`src/rtl/rect_pkg.sv`:
```
// Shared types and constants for the rectangle rasteriser.
`timescale 1ns/1ps
package rect_pkg;

    // Draw mode encodings as presented on the mode input.
    localparam logic MODE_FILL    = 1'b0;
    localparam logic MODE_OUTLINE = 1'b1;

    // Default visible screen size (VGA adapter at 160x120).
    localparam int SCR_W_DEF = 160;
    localparam int SCR_H_DEF = 120;

    // Top-level control states.
    typedef enum logic [1:0] {
        IDLE = 2'd0,
        RUN  = 2'd1,
        DONE = 2'd2
    } state_e;

endpackage

```
`src/rtl/raster_counter.sv`:
```
// Row-major position counter for the rectangle rasteriser. Holds ix/iy,
// applies the outline-mode jump across interior rows and flags the final
// position. Exposes the next-cycle position so the parent can register
// its pixel outputs one cycle ahead.
`timescale 1ns/1ps
module raster_counter
    import rect_pkg::*;
#(
    parameter int SW = 4
) (
    input  logic          clk,
    input  logic          resetn,
    input  logic          clear,
    input  logic          adv,
    input  logic          outline,
    input  logic [SW-1:0] w,
    input  logic [SW-1:0] h,
    output logic [SW-1:0] ix_nxt,
    output logic [SW-1:0] iy_nxt,
    output logic          last
);

    logic [SW-1:0] ix_q, ix_d;
    logic [SW-1:0] iy_q, iy_d;

    // Next position: clear to origin, or step ix with row wrap and outline jump.
    always_comb begin
        ix_d = ix_q;
        iy_d = iy_q;
        if (clear) begin
            ix_d = '0;
            iy_d = '0;
        end else if (adv) begin
            if (ix_q == w) begin
                ix_d = '0;
                iy_d = iy_q + SW'(1);
            end else if (outline && (ix_q == '0) && (iy_q != '0) && (iy_q != h)) begin
                // Interior rows of an outline only visit the two edge columns.
                ix_d = w;
            end else begin
                ix_d = ix_q + SW'(1);
            end
        end
    end

    // Position registers.
    always_ff @(posedge clk or negedge resetn) begin
        if (!resetn) begin
            ix_q <= '0;
            iy_q <= '0;
        end else begin
            ix_q <= ix_d;
            iy_q <= iy_d;
        end
    end

    assign ix_nxt = ix_d;
    assign iy_nxt = iy_d;
    assign last   = (ix_q == w) && (iy_q == h);

endmodule

```
`src/rtl/rect_raster.sv`:
```
// Rectangle rasteriser: captures a rectangle on start, walks its positions
// one per cycle, clips against the screen and streams visible pixels to the
// VGA plot port under a plot/ready handshake. All outputs are registered;
// the pixel for the upcoming position is computed from next-state values.
`timescale 1ns/1ps
module rect_raster
    import rect_pkg::*;
#(
    parameter int XW    = 8,
    parameter int YW    = 7,
    parameter int SW    = 4,
    parameter int COLW  = 3,
    parameter int SCR_W = SCR_W_DEF,
    parameter int SCR_H = SCR_H_DEF
) (
    input  logic            clk,
    input  logic            resetn,
    input  logic            start,
    input  logic [XW-1:0]   x0,
    input  logic [YW-1:0]   y0,
    input  logic [SW-1:0]   w,
    input  logic [SW-1:0]   h,
    input  logic [COLW-1:0] colour_in,
    input  logic            mode,
    input  logic            ready,
    output logic            plot,
    output logic [XW-1:0]   out_x,
    output logic [YW-1:0]   out_y,
    output logic [COLW-1:0] out_colour,
    output logic            busy,
    output logic            done
);

    state_e state_q, state_d;

    // Captured draw parameters.
    logic [XW-1:0]   x0_q, x0_d;
    logic [YW-1:0]   y0_q, y0_d;
    logic [SW-1:0]   w_q, w_d;
    logic [SW-1:0]   h_q, h_d;
    logic [COLW-1:0] col_q, col_d;
    logic            mode_q, mode_d;

    // Registered outputs.
    logic            plot_q, plot_d;
    logic [XW-1:0]   out_x_q, out_x_d;
    logic [YW-1:0]   out_y_q, out_y_d;
    logic [COLW-1:0] out_col_q, out_col_d;
    logic            busy_q, busy_d;
    logic            done_q, done_d;

    logic            take;
    logic            consume;
    logic            adv;
    logic            last;
    logic [SW-1:0]   ix_nxt, iy_nxt;
    logic [XW:0]     px_d;
    logic [YW:0]     py_d;
    logic            clip_d;

    // A start is only honoured from IDLE; a position is consumed when it is
    // either clipped (no plot presented) or the sink accepts it.
    assign take    = (state_q == IDLE) && start;
    assign consume = (state_q == RUN) && (!plot_q || ready);
    assign adv     = consume && !last;

    raster_counter #(
        .SW (SW)
    ) u_counter (
        .clk     (clk),
        .resetn  (resetn),
        .clear   (take),
        .adv     (adv),
        .outline (mode_q == MODE_OUTLINE),
        .w       (w_q),
        .h       (h_q),
        .ix_nxt  (ix_nxt),
        .iy_nxt  (iy_nxt),
        .last    (last)
    );

    // Next-state logic for the IDLE -> RUN -> DONE sequence.
    always_comb begin
        state_d = state_q;
        unique case (state_q)
            IDLE: if (start) state_d = RUN;
            RUN:  if (consume && last) state_d = DONE;
            DONE: state_d = IDLE;
            default: state_d = IDLE;
        endcase
    end

    // Capture the rectangle description on an accepted start only.
    always_comb begin
        x0_d   = x0_q;
        y0_d   = y0_q;
        w_d    = w_q;
        h_d    = h_q;
        col_d  = col_q;
        mode_d = mode_q;
        if (take) begin
            x0_d   = x0;
            y0_d   = y0;
            w_d    = w;
            h_d    = h;
            col_d  = colour_in;
            mode_d = mode;
        end
    end

    // Pixel for the next cycle's position, widened by one bit so an origin
    // near the edge cannot wrap back onto the screen.
    always_comb begin
        px_d      = {1'b0, x0_d} + (XW+1)'(ix_nxt);
        py_d      = {1'b0, y0_d} + (YW+1)'(iy_nxt);
        clip_d    = (px_d >= (XW+1)'(SCR_W)) || (py_d >= (YW+1)'(SCR_H));
        plot_d    = 1'b0;
        out_x_d   = '0;
        out_y_d   = '0;
        out_col_d = '0;
        busy_d    = (state_d == RUN);
        done_d    = (state_d == DONE);
        if ((state_d == RUN) && !clip_d) begin
            plot_d    = 1'b1;
            out_x_d   = px_d[XW-1:0];
            out_y_d   = py_d[YW-1:0];
            out_col_d = col_d;
        end
    end

    // Control state and output registers, cleared asynchronously.
    always_ff @(posedge clk or negedge resetn) begin
        if (!resetn) begin
            state_q   <= IDLE;
            plot_q    <= 1'b0;
            out_x_q   <= '0;
            out_y_q   <= '0;
            out_col_q <= '0;
            busy_q    <= 1'b0;
            done_q    <= 1'b0;
        end else begin
            state_q   <= state_d;
            plot_q    <= plot_d;
            out_x_q   <= out_x_d;
            out_y_q   <= out_y_d;
            out_col_q <= out_col_d;
            busy_q    <= busy_d;
            done_q    <= done_d;
        end
    end

    // Draw parameter registers; only meaningful after a capture.
    always_ff @(posedge clk) begin
        x0_q   <= x0_d;
        y0_q   <= y0_d;
        w_q    <= w_d;
        h_q    <= h_d;
        col_q  <= col_d;
        mode_q <= mode_d;
    end

    assign plot       = plot_q;
    assign out_x      = out_x_q;
    assign out_y      = out_y_q;
    assign out_colour = out_col_q;
    assign busy       = busy_q;
    assign done       = done_q;

endmodule

```
`config.mk`:
```
export PLATFORM = sky130hd
export DESIGN_NAME = rect_raster
export DESIGN_NICKNAME = d
export VERILOG_FILES = /design/src/rtl/rect_pkg.sv /design/src/rtl/raster_counter.sv /design/src/rtl/rect_raster.sv
export SDC_FILE = /design/constraint.sdc
export NUM_CORES = 1
export LEC_CHECK = 0
export BUFFER_PORTS_ARGS = -buffer_cell sky130_fd_sc_hd__buf_2
export CORE_MARGIN = 2
export CORE_UTILIZATION = 25
export CTS_CLUSTER_SIZE = 16
export DETAILED_ROUTE_END_ITERATION = 16
export HOLD_SLACK_MARGIN = 0.08
export MAX_ROUTING_LAYER = met4
export SETUP_SLACK_MARGIN = 0.1
export SLEW_MARGIN = 20
export SYNTH_ARGS = -nofsm -noshare
export SYNTH_HDL_FRONTEND = slang
export SYNTH_SLANG_ARGS = --single-unit
```
`constraint.sdc`:
```
create_clock -name clk -period 5 [get_ports clk]
set_input_delay 0.25 -clock clk [delete_from_list [all_inputs] [get_ports clk]]
set_output_delay 0.25 -clock clk [all_outputs]
set_load 0.1 [all_outputs]
```
After elaboration in Yosys (flattened, before gate mapping):

Index checks and enable logic that the tools add are counted.

* input port bits: 31
* logic and storage cells: 61
* output and inout bits: 21
* flip-flop bits (word level): 58

* $add $sub $neg: 4
* order comparisons: 2
* reductions and logical operators: 17
* eq/ne operators: 6
* mux-type cells: 17

Operators by type and width (number)
* $mux W4: 7
* $mux W8: 2
* $mux W7: 2
* $add A8 B4 Y9: 1
* $ge A9 B8 Y1 const B: 1
* $logic_and A1 B1 Y1: 9
* $add A4 B1 Y4 const B: 2
* $add A7 B4 Y8: 1
* $eq A4 B4 Y1: 2
* $ge A8 B7 Y1 const B: 1
* $mux W3: 2
* $eq A2 B1 Y1 const B: 2
* $logic_not A4 Y1: 1
* $mux W2: 2
* $ne A4 B4 Y1: 1
* $pmux W2 S2: 1
* $reduce_bool A4 Y1: 1
* $logic_not A1 Y1: 3
* $eq A2 B2 Y1 const B: 1
* $logic_not A2 Y1: 1
* $logic_or A1 B1 Y1: 2
* $mux W1: 1

Depth between registers and ports, before layout:

Gate-level depths: netlist of run 1.

* depth after elaboration: 14
* depth in mapped cells: 18
* depth with buffers taken out: 17

By module:

A second synthesis of run 1 with hierarchy kept.

* cells, all modules: 246
* area, all modules: 2807.7 µm²

By module, submodules not included
* rect_raster: area each 2147.1 µm², seq. area each 1206.2 µm², cells each 172, times used 1
* raster_counter: area each 660.6 µm², seq. area each 200.2 µm², cells each 74, times used 1

Worst setup path after synthesis of run 1:

No wires, ideal clock.

* path type: register to register
* start: register u_counter.ix_q[0]
* end: register out_y_q[5], in the netlist out_y[5]
* cell stages (with the launch flop): 19
* clock period less this slack: 3932 ps
* path slack: 1068 ps
* arrival: 3860 ps
* path buffers: 1
* setup time: 71 ps
* data required time: 4929 ps
* path through: dfrtp_1 > inv_1 > ha_1 > nand2_1 > a2111oi_0 > nand2_1 > mux2i_1 > or3b_2 > a21oi_1 > ha_1 > inv_1 > fa_1 > nor2b_1 > nor3_1 > a31oi_1 > o2111ai_1 > a311o_2 > buf_6 > nor2_1

* word-level cells in the longest chain between the ends: 14
* elaborated cells between the ends (all ways): 28
* classes of those cells: add/sub (3); order compare (2); eq/ne (2); mux (10); reduce/logical (11)

Ends and longest elaborated chain
* from (decl): line raster_counter.sv:23 `logic [SW-1:0] ix_q, ix_d;`
* from (signal assigned): line raster_counter.sv:52 `ix_q <= ix_d;`
* branches (longest 6 deep; another with $add A4 B1 Y4)
* $mux W4 (*): line raster_counter.sv:33 `end else if (adv) begin`
* $mux W4 (*): line raster_counter.sv:30 `if (clear) begin`
* via ix_nxt[0]: line rect_raster.sv:56 `logic [SW-1:0] ix_nxt, iy_nxt;`
* $add A8 B4 Y9 (*): line rect_raster.sv:114 `px_d = {1'b0, x0_d} + (XW+1)'(ix_nxt);`
* $ge A9 B8 Y1 (*): line rect_raster.sv:116 `clip_d = (px_d >= (XW+1)'(SCR_W)) || (py_d >= (YW+1)'(SCR_H));`
* $logic_or A1 B1 Y1 (*): line rect_raster.sv:116
* $logic_not A1 Y1 (*): line rect_raster.sv:123 `if ((state_d == RUN) && !clip_d) begin`
* $logic_and A1 B1 Y1 (*): line rect_raster.sv:123
* $mux W7 (*): line rect_raster.sv:123
* via out_y_d[5]: line rect_raster.sv:47 `logic [YW-1:0] out_y_q, out_y_d;`
* to (signal assigned): line rect_raster.sv:145 `out_y_q <= out_y_d;`
* to (decl): line rect_raster.sv:47

Mark *: on every way through the listed nets, which the timed path passes.
A chain may end at the register's enable or synchronous reset.

Worst setup path in the final report of run 1:

* start: register u_counter.ix_q[0]
* end: register out_x_q[2], in the netlist out_x[2]

* word-level cells in the longest chain between the ends: 14
* elaborated cells between the ends (all ways): 28
* classes of those cells: add/sub (3); order compare (2); eq/ne (2); mux (10); reduce/logical (11)

Ends and longest elaborated chain
* branches (longest 6 deep; another with $add A4 B1 Y4)
* $mux W4 (*): line raster_counter.sv:33
* $mux W4 (*): line raster_counter.sv:30
* via ix_nxt[0]: line rect_raster.sv:56
* $add A8 B4 Y9 (*): line rect_raster.sv:114
* $ge A9 B8 Y1: line rect_raster.sv:116
* $logic_or A1 B1 Y1: line rect_raster.sv:116
* $logic_not A1 Y1: line rect_raster.sv:123
* $logic_and A1 B1 Y1: line rect_raster.sv:123
* $mux W8 (*): line rect_raster.sv:123
* via out_x_d[2]: line rect_raster.sv:46 `logic [XW-1:0] out_x_q, out_x_d;`
* to (signal assigned): line rect_raster.sv:144 `out_x_q <= out_x_d;`
* to (decl): line rect_raster.sv:46

Marked as above.

==> summary.md, run 1 <==
| Metric | Value |
|---|---|
| Status | finished clean |
| Initial antenna violation count | 0 |
| Global route total overflow | 0 |
| H-tree depth | 3 |
| Synth Register Bits | 58 |
| Initial DRT Pass Iterations | 4 |
| Mean Syn Cell Area | 11.18 sq um |
| Core Box Area | about 11000 sq um |
| CTS tree | yes |
| DR vias | ~2000 |
| Area growth from synthesis to layout | 25.99% |
| IO buf count | just over 50 |
| HP Class | input pin to flip-flop |
| Critical Path, Cell by Cell | inv_1 -> ha_1 -> nand2_1 -> a2111oi_0 -> nand2_1 -> mux2i_1 -> or3b_2 -> a21oi_1 -> ha_1 -> inv_1 -> fa_1 -> nor2b_1 -> nor3_1 -> a31oi_1 -> o2111ai_1 -> a311o_2 -> nor3_1 |
| Synth top area share | between 20 and 30% |
| Hold Vio Cnt, Final | 0 |
| # DRC | 0 |
| Max incr delay on CP | around 0.54 ns |
| Syn Inst Count | roughly 250 |
| Placement row count | 38 |
| Arrival @ worst endpoint | 4.74 ns |
| First-pass GRT wire length | 9591 um |
| Clk buf depth | 2 |
| DP HPWL | around 4600 um |
| Post-route setup TNS | 0 ns |
| Fillcell total | approximately 1100 |
| Sequential Area | 1406 sq um |
| Setup crit end kind | flip-flop |
| Synth cell types | 45 |
| Final Critical Period | roughly 4.5 ns |
| CP max-delay cell | a311o_2 |
| YS warnings | 0 |
| Post-synth top cells | dfrtp_1 (31), nor2_1 (30), dfxtp_1 (18), xnor2_1 (18), nand2_1 (16) |
| Synth Flop Type | dfrtp_1 |
| Die Y | ~110 um |
| Worst EP required | between 5 and 6 ns |
| Clock transition at path regs | about 0.070 ns |
| Vias in the first global route | around 2000 |
| Crit Path Max Fanout | 17 |
| Tightest Pin Transition | 0.7162 ns |
| Multi-input logic area | 1280 sq um |
| Chip Width | 109.3 um |
| RePlAce Congestion | 0.8443 |
| Final ANT Viol Nets | 0 |
| Largest net degree at the start of global routing | 32 |
| Crit start category | flip-flop |
| Worst-skew pair later-pin latency | about 0.33 ns |
| Mapped Area | 2773 sq um |
| Postcts setup bufs | 0 |
| WL/cell | 13.26 um |
| All-Layer GR Usage | between 10% and 20% |
| Clk sinks | 58 |
| CTS buffer count | 9 |
| Final Slew Violations | 0 |
| Number of synthesized flops with an enable pin | 9 |
| Max Clk Rate | around 220 MHz |
| Kind of critical path | flip-flop to flip-flop |
| Worst Clk Skew | around 0.0086 ns |
| Ys async rst share | a little over half |
| Syn nets | 293 |
| Max Cap Viol | 0 |
| Aggregate routed wire length | 6086 um |
| Crit share post-route | 89.92% |
| Starting density of the core | approximately a quarter |
| Seq/Total Area, Yosys | 50.72% |
| Via density | approximately 4.3 |
| Clk root buf | clkbuf_8 |
| I/O pin cnt | between 50 and 60 |
| DRT iter0 DRCs | 90 |
| Die area | about 12000 sq um |
| Delay-heaviest family, CP | compound AO/OA/AOI/OAI gates |
| RSZ-0062 raised after global routing | no |
| Post-synth top area cell | dfrtp_1 |
| Antenna diodes | 0 |
| Area contributors post-synth | dfrtp_1 (28%), dfxtp_1 (13%), edfxtp_1 (9.7%) |
| Most common cell in the synthesized netlist | dfrtp_1 |
| Slew HR | between 50% and 60% |
| Share of cells above drive strength 1 | between 20% and 30% |
| Nets | approximately 360 |
| Crit path buffers/inverters | 2 |
| Final setup viols | 0 |
## layout by cell type (no fill, tap or decap), drive strengths merged, types with 3 or more instances in the layout
cell         count
a211oi           3
a21oi            8
and2b            3
buf             54
clkbuf          13
dfrtp           31
dfxtp           18
dlygate4sd3      5
edfxtp           9
ha              12
inv             15
mux2            14
mux2i           12
nand2           16
nand2b           3
nand3            3
nand3b           3
nor2            30
nor2b            3
nor3             3
o21ai            5
xnor2           18
xor2             4
## kinds of logic (layout without fill, tap and decap cells)
group	after synthesis	in the layout	synth area share (%)
simple gates	76	76	13.99
xor+xnor	22	22	6.949
fa+ha+maj	14	14	6.859
flops	58	58	50.72
mux	26	26	10.02
compound gates	33	33	8.349
buf+inv	19	90	3.114
## layout make-up
type	count	area share (%)
inverters	15	1.612
clock inverters	3	1.934
flip-flops and latches	58	40.26
repair buffers	59	9.384
multi-input cells	171	36.64
clock buffers	13	5.158
well taps	140	5.014
## state kept, by name, indices dropped and copies added, names as in the netlist, 2 cells and up
name,count
col_q,3
h_q,4
out_colour,3
out_x,8
out_y,7
state_q,2
u_counter.ix_q,4
u_counter.iy_q,4
w_q,4
x0_q,8
y0_q,7
## final timing paths
check	slack, ns	cells past startpoint	startpoint	endpoint
max	0.50	17	u_counter.ix_q[0]	out_x[2]
min	0.09	1	w[1]	w_q[1]
max reg2reg	0.50	17	u_counter.ix_q[0]	out_x[2]
min reg2reg	0.47	1	col_q[0]	col_q[0]
max in group asynchronous	4.03	2	resetn	out_y[2]
min in group asynchronous	0.50	2	resetn	done
## worst register-to-register path: stages, from the launching register on
cell and delay (ns):
dfrtp_1 0.45, inv_1 0.11, ha_1 0.15, nand2_1 0.05
a2111oi_0 0.52, nand2_1 0.24, mux2i_1 0.16, or3b_2 0.46
a21oi_1 0.19, ha_1 0.22, inv_1 0.06, fa_1 0.38
nor2b_1 0.22, nor3_1 0.08, a31oi_1 0.20, o2111ai_1 0.15
a311o_2 0.54, nor3_1 0.24
## what timing repair did
| item | CTS | global route |
|---|---|---|
| hold buffers | 5 | 0 |
| setup endpoints to repair | 0 | 0 |
| resized for setup | 0 | 0 |
| hold endpoints to repair | 35 | 0 |
## metal layers
layer | share of wire [%] | GRT usage [%] | up-vias
met4 | 1.8 | 5.967 | 0
met2 | 45 | 16.42 | 42
met3 | 4.3 | 2.015 | 9
li1 | - | - | 990
met5 | 0 | - | -
met1 | 49 | 14.21 | 925
## per-stage QoR
stage | std cells | utilization (%) | hold WS [ns] | setup WS [ns] | instance area [sq um]
final | 459 | 32.23 | 0.09160 | 0.5042 | 3493
after global routing | 459 | 32.23 | 0.08487 | 0.1891 | 3493
after CTS | 459 | 32.23 | 0.08073 | 0.5628 | 3493
after global placement | 438 | 29.48 | 0.3368 | 0.6970 | 3196
after floorplan | 248 | - | -0.04559 | 1.068 | 2773
after detailed placement | 438 | 29.48 | 0.3470 | 0.5840 | 3196
Power of run 1 is not shown: default switching activity piles up to over one toggle a cycle in this logic, so the estimate is an artifact.
==> inputs of run 2 (changes only) <==
Clock period 5 ns to 5.5 ns, I/O delays scaled along.
==> run 2 against run 1 <==
First-iteration DRC count fell by 50%. Non-clock buffer count fell by 6. Global-route usage fell by 0.13 points. Final cell count fell by 1.3%. Hold slack improved by 0.020 ns. Wire length fell by 2.5%. Sequential share of layout area rose by 1.1 points. Setup slack improved by 0.50 ns. Critical path type unchanged. Largest cell class unchanged.
==> summary.md, run 2 (synthesized netlist as in run 1, its figures left out) <==
| Metric | Value |
|---|---|
| Worst hold margin | 0.1112 ns (was 0.09160 ns) |
| Post-route setup TNS | 0 ns (unchanged) |
| Setup crit end kind | flip-flop (unchanged) |
| Worst EP required | 5.73 ns (was 5.25 ns) |
| Status | finished clean (unchanged) |
| First-pass GRT wire length | 9294 um (was 9591 um) |
| WL/cell | 13.09 um (was 13.26 um) |
| Max Clk Rate | 222.3 MHz (was 222.4 MHz) |
| Initial antenna violation count | 0 (unchanged) |
| I/O pin cnt | 52 (unchanged) |
| Crit start category | flip-flop (unchanged) |
| Slew HR | 54.03% (was 52.25%) |
| Initial DRT Pass Iterations | 4 (unchanged) |
| Crit Path Max Fanout | 17 (unchanged) |
| Placement row count | 38 (unchanged) |
| Share of cells above drive strength 1 | 27.80% (was 28.21%) |
| Clock transition at path regs | 0.07 ns (about the same) |
| Clk buf depth | 2 (unchanged) |
| H-tree depth | 3 (unchanged) |
| Clk root buf | clkbuf_8 (unchanged) |
| Core Box Area | 10840 sq um (unchanged) |
| Chip Width | 109.3 um (unchanged) |
| Max Cap Viol | 0 (unchanged) |
| CTS buffer count | 9 (unchanged) |
| DRT iter0 DRCs | 45 (was 90) |
| Most common cell after layout, fill and taps aside | buf_2 (unchanged) |
| CTS tree | yes (unchanged) |
| HP Class | input pin to flip-flop (unchanged) |
| DR vias | 1949 (was 1966) |
| Most frequent cells in the layout | buf_2 (51), dfrtp_1 (31), nor2_1 (30) (unchanged) |
| All-Layer GR Usage | 10.89% (was 11.02%) |
| IO buf count | 51 (unchanged) |
| Final Critical Period | 4.498 ns (was 4.496 ns) |
| RePlAce Congestion | 0.8438 (was 0.8443) |
| Final setup viols | 0 (unchanged) |
| Tightest Pin Transition | 0.6896 ns (was 0.7162 ns) |
| Largest net degree at the start of global routing | 39 (was 32) |
| Worst Clk Skew | 0.005159 ns (was 0.008556 ns) |
| Pre-CTS setup slack | 1.006 ns (was 0.5840 ns) |
| Final Slew Violations | 0 (unchanged) |
| Die area | 11950 sq um (unchanged) |
| Final ANT Viol Nets | 0 (unchanged) |
| Kind of critical path | flip-flop to flip-flop (unchanged) |
| Util after Layout | 31.37% (was 32.23%) |
| Aggregate routed wire length | 5931 um (was 6086 um) |
| Post-route setup slack | 1.002 ns (was 0.5042 ns) |
| Crit share post-route | 81.78% (was 89.92%) |
| Hold Vio Cnt, Final | 0 (unchanged) |
| Worst-skew pair later-pin latency | 0.33 ns (about the same) |
| Global route total overflow | 0 (unchanged) |
| Vias in the first global route | 1939 (was 2003) |
| DP HPWL | 4482 um (was 4578 um) |
| Nets | 353 (was 359) |
| Antenna diodes | 0 (unchanged) |
| # DRC | 0 (unchanged) |
| Area growth from synthesis to layout | 22.65% (was 25.99%) |
| Die Y | 109.3 um (unchanged) |
| Via density | 4.302 (was 4.283) |
| Arrival @ worst endpoint | 4.73 ns (was 4.74 ns) |
| Starting density of the core | 25.58% (unchanged) |
| Clk sinks | 58 (unchanged) |
| RSZ-0062 raised after global routing | no (unchanged) |
## run 2: cell type report
cell class	count	area (sq um)
tap	140	175.2
clock buffer	11	131.4
fill	1132	7440
inverter	15	56.30
sequential	58	1406
multi-input combinational	171	1280
timing repair buffer	53	272.8
clock inverter	5	78.83
## run 2: what timing repair did
action	in CTS	in global routing
buffers inserted	0	0
endpoints found under the hold margin	31	0
resized for setup	0	0
hold buffers	1	0
## run 2: per-stage QoR
| step | std cells | area [sq um] |
|---|---|---|
| after detailed placement | 436 | 3181 |
| final | 453 | 3401 |
| after global placement | 436 | 3181 |
| after global routing | 453 | 3401 |
| after CTS | 453 | 3401 |
| after floorplan | 248 | 2773 |
## run 2: worst paths after layout
| check | startpoint | to | slack, ns | cells after the start |
|---|---|---|---|---|
| max in group asynchronous | resetn | out_y[2] | 4.53 | 2 |
| min | h[2] | h_q[2] | 0.11 | 1 |
| max | u_counter.ix_q[0] | out_colour[1] | 1.00 | 17 |
| min reg2reg | col_q[0] | col_q[0] | 0.47 | 1 |
| min in group asynchronous | resetn | busy | 0.52 | 2 |
| max reg2reg | u_counter.ix_q[0] | out_colour[1] | 1.00 | 17 |
## run 2: critical path: stages (launching register included)
cell	delay (ns)
dfrtp_1	0.44
inv_1	0.12
ha_1	0.15
nand2_1	0.05
a2111oi_0	0.51
nand2_1	0.26
mux2i_1	0.17
or3b_2	0.46
a21oi_1	0.21
ha_1	0.23
inv_1	0.06
fa_1	0.37
nor2b_1	0.20
o21a_1	0.18
o21ai_0	0.11
a311oi_1	0.29
a311o_2	0.36
and2b_1	0.23
## run 2: routing by layer
metal,GRT usage [%],vias to the layer above,routed length (um)
met5,-,-,0
met4,5.696,0,125
met3,2.727,7,328
met2,16.28,47,2685
met1,13.61,915,2792
li1,-,980,-
Power of run 2 is left out for the same reason.
==> inputs of run 3 (changes only) <==
Settings changed: ABC_AREA from default to 1.
Clock period 5.5 ns to 4.3 ns, I/O delays scaled along.
==> run 3 against run 2 <==
Largest cell class unchanged. Die area increased by 1.7%. Sequential share of layout area shrank 2.4 points. Global-route usage increased by 1.0 points.
==> summary.md, run 3 <==
| Metric | Value |
|---|---|
| Met2 WL | 2974 um (was 2685 um) |
| PnR Total Power | roughly 0.0013 W |
| DP HPWL | 4536 um (was 4482 um) |
| Postcts setup bufs | 0 (unchanged) |
| CTS Hold Buffers Added | 10 (was 1) |
| Core Box Area | 10940 sq um (was 10840 sq um) |
| Setup crit end kind | flip-flop (unchanged) |
| Clk root buf | clkbuf_16 (was clkbuf_8) |
| Largest net degree at the start of global routing | 32 (was 39) |
| Syn Inst Count | 327 (was 248) |
| Kind of critical path | flip-flop to flip-flop (unchanged) |
| Ys async rst share | 53.45% (unchanged) |
| Crit share post-route | 78.03% (was 81.78%) |
| Post-synth top area cell | dfrtp_1 (unchanged) |
| Syn nets | 372 (was 293) |
| WL/cell | 11.50 um (was 13.09 um) |
| Final Slew Violations | 0 (unchanged) |
| Post_cts resized | 0 (unchanged) |
| Hold Vio Cnt, Final | 0 (unchanged) |
| DRT iter0 DRCs | 103 (was 45) |
| Most frequent cells in the layout | nand2_1 (87), buf_2 (51), inv_1 (46) (was buf_2 (51), dfrtp_1 (31), nor2_1 (30)) |
| Clock transition at path regs | 0.05 ns (was 0.07 ns) |
| Final ANT Viol Nets | 0 (unchanged) |
| DR vias | 2214 (was 1949) |
| Routed met1 length | 2840 um (was 2792 um) |
| Antenna diodes | 0 (unchanged) |
| Max Cap Viol | 0 (unchanged) |
| Synth top area share | 27.51% (was 27.98%) |
| Pre-CTS setup slack | 0.9544 ns (was 1.006 ns) |
| VDD IR max | 0.1703 mV |
| IO buf count | 51 (unchanged) |
| HP Class | input pin to flip-flop (unchanged) |
| Share of cells above drive strength 1 | 21.05% (was 27.80%) |
| I/O pin cnt | 52 (unchanged) |
| Final Instance Area | 3611 sq um (was 3401 sq um) |
| Initial antenna violation count | 0 (unchanged) |
| # DRC | 0 (unchanged) |
| Max Clk Rate | 298.0 MHz (was 222.3 MHz) |
| Synth Flop Type | dfrtp_1 (unchanged) |
| Uppermost layer routed | met4 (unchanged) |
| YS warnings | 0 (unchanged) |
| CP max-delay cell | dfrtp_1 (was a2111oi_0) |
| Via density | 4.108 (was 4.302) |
| Final Critical Period | 3.355 ns (was 4.498 ns) |
| Most common cell after layout, fill and taps aside | nand2_1 (was buf_2) |
| Synth Register Bits | 58 (unchanged) |
| Area growth from synthesis to layout | 28.04% (was 22.65%) |
| Tightest Pin Transition | 0.7295 ns (was 0.6896 ns) |
| Seq/Total Area, Yosys | 49.87% (was 50.72%) |
| Mapped Area | 2820 sq um (was 2773 sq um) |
| All-Layer GR Usage | 11.92% (was 10.89%) |
| Number of synthesized flops with an enable pin | 9 (unchanged) |
| Post-route setup TNS | 0 ns (unchanged) |
| Leakage power | between 1.5 and 2 nW |
| Crit start category | flip-flop (unchanged) |
| Vias in the first global route | 2325 (was 1939) |
| Crit path buffers/inverters | 1 (was 2) |
| Power Dens Cells | about 350 nW/um^2 |
| CTS buffer count | 9 (unchanged) |
| Util after Layout | 33.02% (was 31.37%) |
| Critical Path, Cell by Cell | inv_1 -> nand2_1 -> nand2_1 -> nand3_1 -> nor2_1 -> nand3_1 -> o21ai_0 -> nor3b_1 -> ha_1 -> nand2_1 -> nand3_1 -> nand2_1 -> nand2_1 -> nand2_1 -> nand2_1 -> nand2_1 -> nor2_1 -> nand2_1 -> nand3_4 -> nor2_1 (was inv_1 -> ha_1 -> nand2_1 -> a2111oi_0 -> nand2_1 -> mux2i_1 -> or3b_2 -> a21oi_1 -> ha_1 -> inv_1 -> fa_1 -> nor2b_1 -> o21a_1 -> o21ai_0 -> a311oi_1 -> a311o_2 -> and2b_1) |
| Delay-heaviest family, CP | simple AND/OR/NAND/NOR gates (was compound AO/OA/AOI/OAI gates) |
| Area contributors post-synth | dfrtp_1 (28%), dfxtp_1 (13%), nand2_1 (12%) (was dfrtp_1 (28%), dfxtp_1 (13%), edfxtp_1 (9.7%)) |
| First-pass GRT wire length | 10610 um (was 9294 um) |
| RSZ-0062 raised after global routing | no (unchanged) |
| Post-synth top cells | nand2_1 (87), inv_1 (46), dfrtp_1 (31) (was dfrtp_1 (31), nor2_1 (30), dfxtp_1 (18), xnor2_1 (18), nand2_1 (16)) |
| Slew HR | 51.36% (was 54.03%) |
| CTS tree | yes (unchanged) |
| Mean Syn Cell Area | 8.624 sq um (was 11.18 sq um) |
| Global route total overflow | 0 (unchanged) |
| Status | finished clean (unchanged) |
| RePlAce Congestion | 0.8345 (was 0.8438) |
| Die Y | 110.2 um (was 109.3 um) |
| Nets | 439 (was 353) |
| Arrival @ worst endpoint | 3.59 ns (was 4.73 ns) |
| Placed Area | 3216 sq um (was 3181 sq um) |
| Worst EP required | 4.54 ns (was 5.73 ns) |
| H-tree depth | 3 (unchanged) |
| Final setup viols | 0 (unchanged) |
| Most frequent CP cell | nand2_1 |
| Max incr delay on CP | 0.41 ns (was 0.51 ns) |
| Met3 wire len | 298 um (was 328 um) |
| Clk sinks | 58 (unchanged) |
| Crit Path Max Fanout | 18 (was 17) |
| Starting density of the core | 25.79% (was 25.58%) |
| Synth cell types | 29 (was 45) |
| Aggregate routed wire length | 6198 um (was 5931 um) |
| Worst Clk Skew | 0.007158 ns (was 0.005159 ns) |
| Most common cell in the synthesized netlist | nand2_1 (was dfrtp_1) |
| Clk buf depth | 2 (unchanged) |
| Placement row count | 38 (unchanged) |
| Initial DRT Pass Iterations | 4 (unchanged) |
| Post-route setup slack | 0.9446 ns (was 1.002 ns) |
| Die area | 12150 sq um (was 11950 sq um) |
| Worst-skew pair later-pin latency | 0.32 ns (was 0.33 ns) |
| Chip Width | 110.2 um (was 109.3 um) |
run 3: cell count changes after synthesis, moves of 6 or more:
cell     delta
mux2i_1    -12
inv_1      +31
mux2_2     -14
nand2_2     +6
nand2_1    +71
xnor2_1     -8
nand3_1    +21
run 3: layout make-up:
type / count / area, sq um
clock buffer: 14 / 285.3
clock inverter: 2 / 10.01
fill: 1153 / 7325
inverter: 47 / 181.4
multi-input combinational: 217 / 1197
sequential: 58 / 1406
tap: 140 / 175.2
timing repair buffer: 61 / 355.3
run 3: where the power goes:
part | leakage (nW) | switching (W) | internal, W
Clock | 0.148 | 0.000226 | 0.000453
Sequential | 0.627 | 0 | 0.000556
Combinational | 1.14 | 0.0000124 | 0.0000159
Total | 1.92 | 0.000239 | 0.00103
run 3: layer usage:
metal | track usage (%) | vias up
met5 | - | -
met4 | 4.464 | 0
met3 | 3.762 | 7
met2 | 19.89 | 39
met1 | 13.40 | 1006
li1 | - | 1162
run 3: stage by stage:
step	hold slack [ns]	cells
after floorplan	-0.08059	327
after global placement	0.3068	513
after detailed placement	0.3131	513
after CTS	0.1277	539
after global routing	0.1432	539
final	0.1312	539
run 3: worst register-to-register path: stages (launching register included):
cell     delay, ns
dfrtp_1       0.41
inv_1         0.12
nand2_1       0.06
nand2_1       0.05
nand3_1       0.06
nor2_1        0.27
nand3_1       0.27
o21ai_0       0.19
nor3b_1       0.35
ha_1          0.35
nand2_1       0.12
nand3_1       0.09
nand2_1       0.09
nand2_1       0.09
nand2_1       0.07
nand2_1       0.06
nand2_1       0.09
nor2_1        0.05
nand2_1       0.09
nand3_4       0.20
nor2_1        0.21
run 3: kinds of logic after synthesis:
group	synth area share [%]
and+or+nand+nor	27.37
DFF	49.87
buffers and inverters	7.675
AOI/OAI and AO/OA	4.304
adders and majority gates	6.743
xor gates and xnor gates	4.037
run 3: worst paths after layout:
kind / from / slack, ns / endpoint / depth (start not counted)
max reg2reg: u_counter.ix_q[0] / 0.94 / out_x[3] / 20
max: u_counter.ix_q[0] / 0.94 / out_x[3] / 20
min reg2reg: y0_q[3] / 0.46 / y0_q[3] / 2
max in group asynchronous: resetn / 3.34 / u_counter.ix_q[3] / 2
min in group asynchronous: resetn / 0.49 / out_y[4] / 2
min: x0[3] / 0.13 / x0_q[3] / 3
No activity file was read; power rests on OpenSTA's default activity.
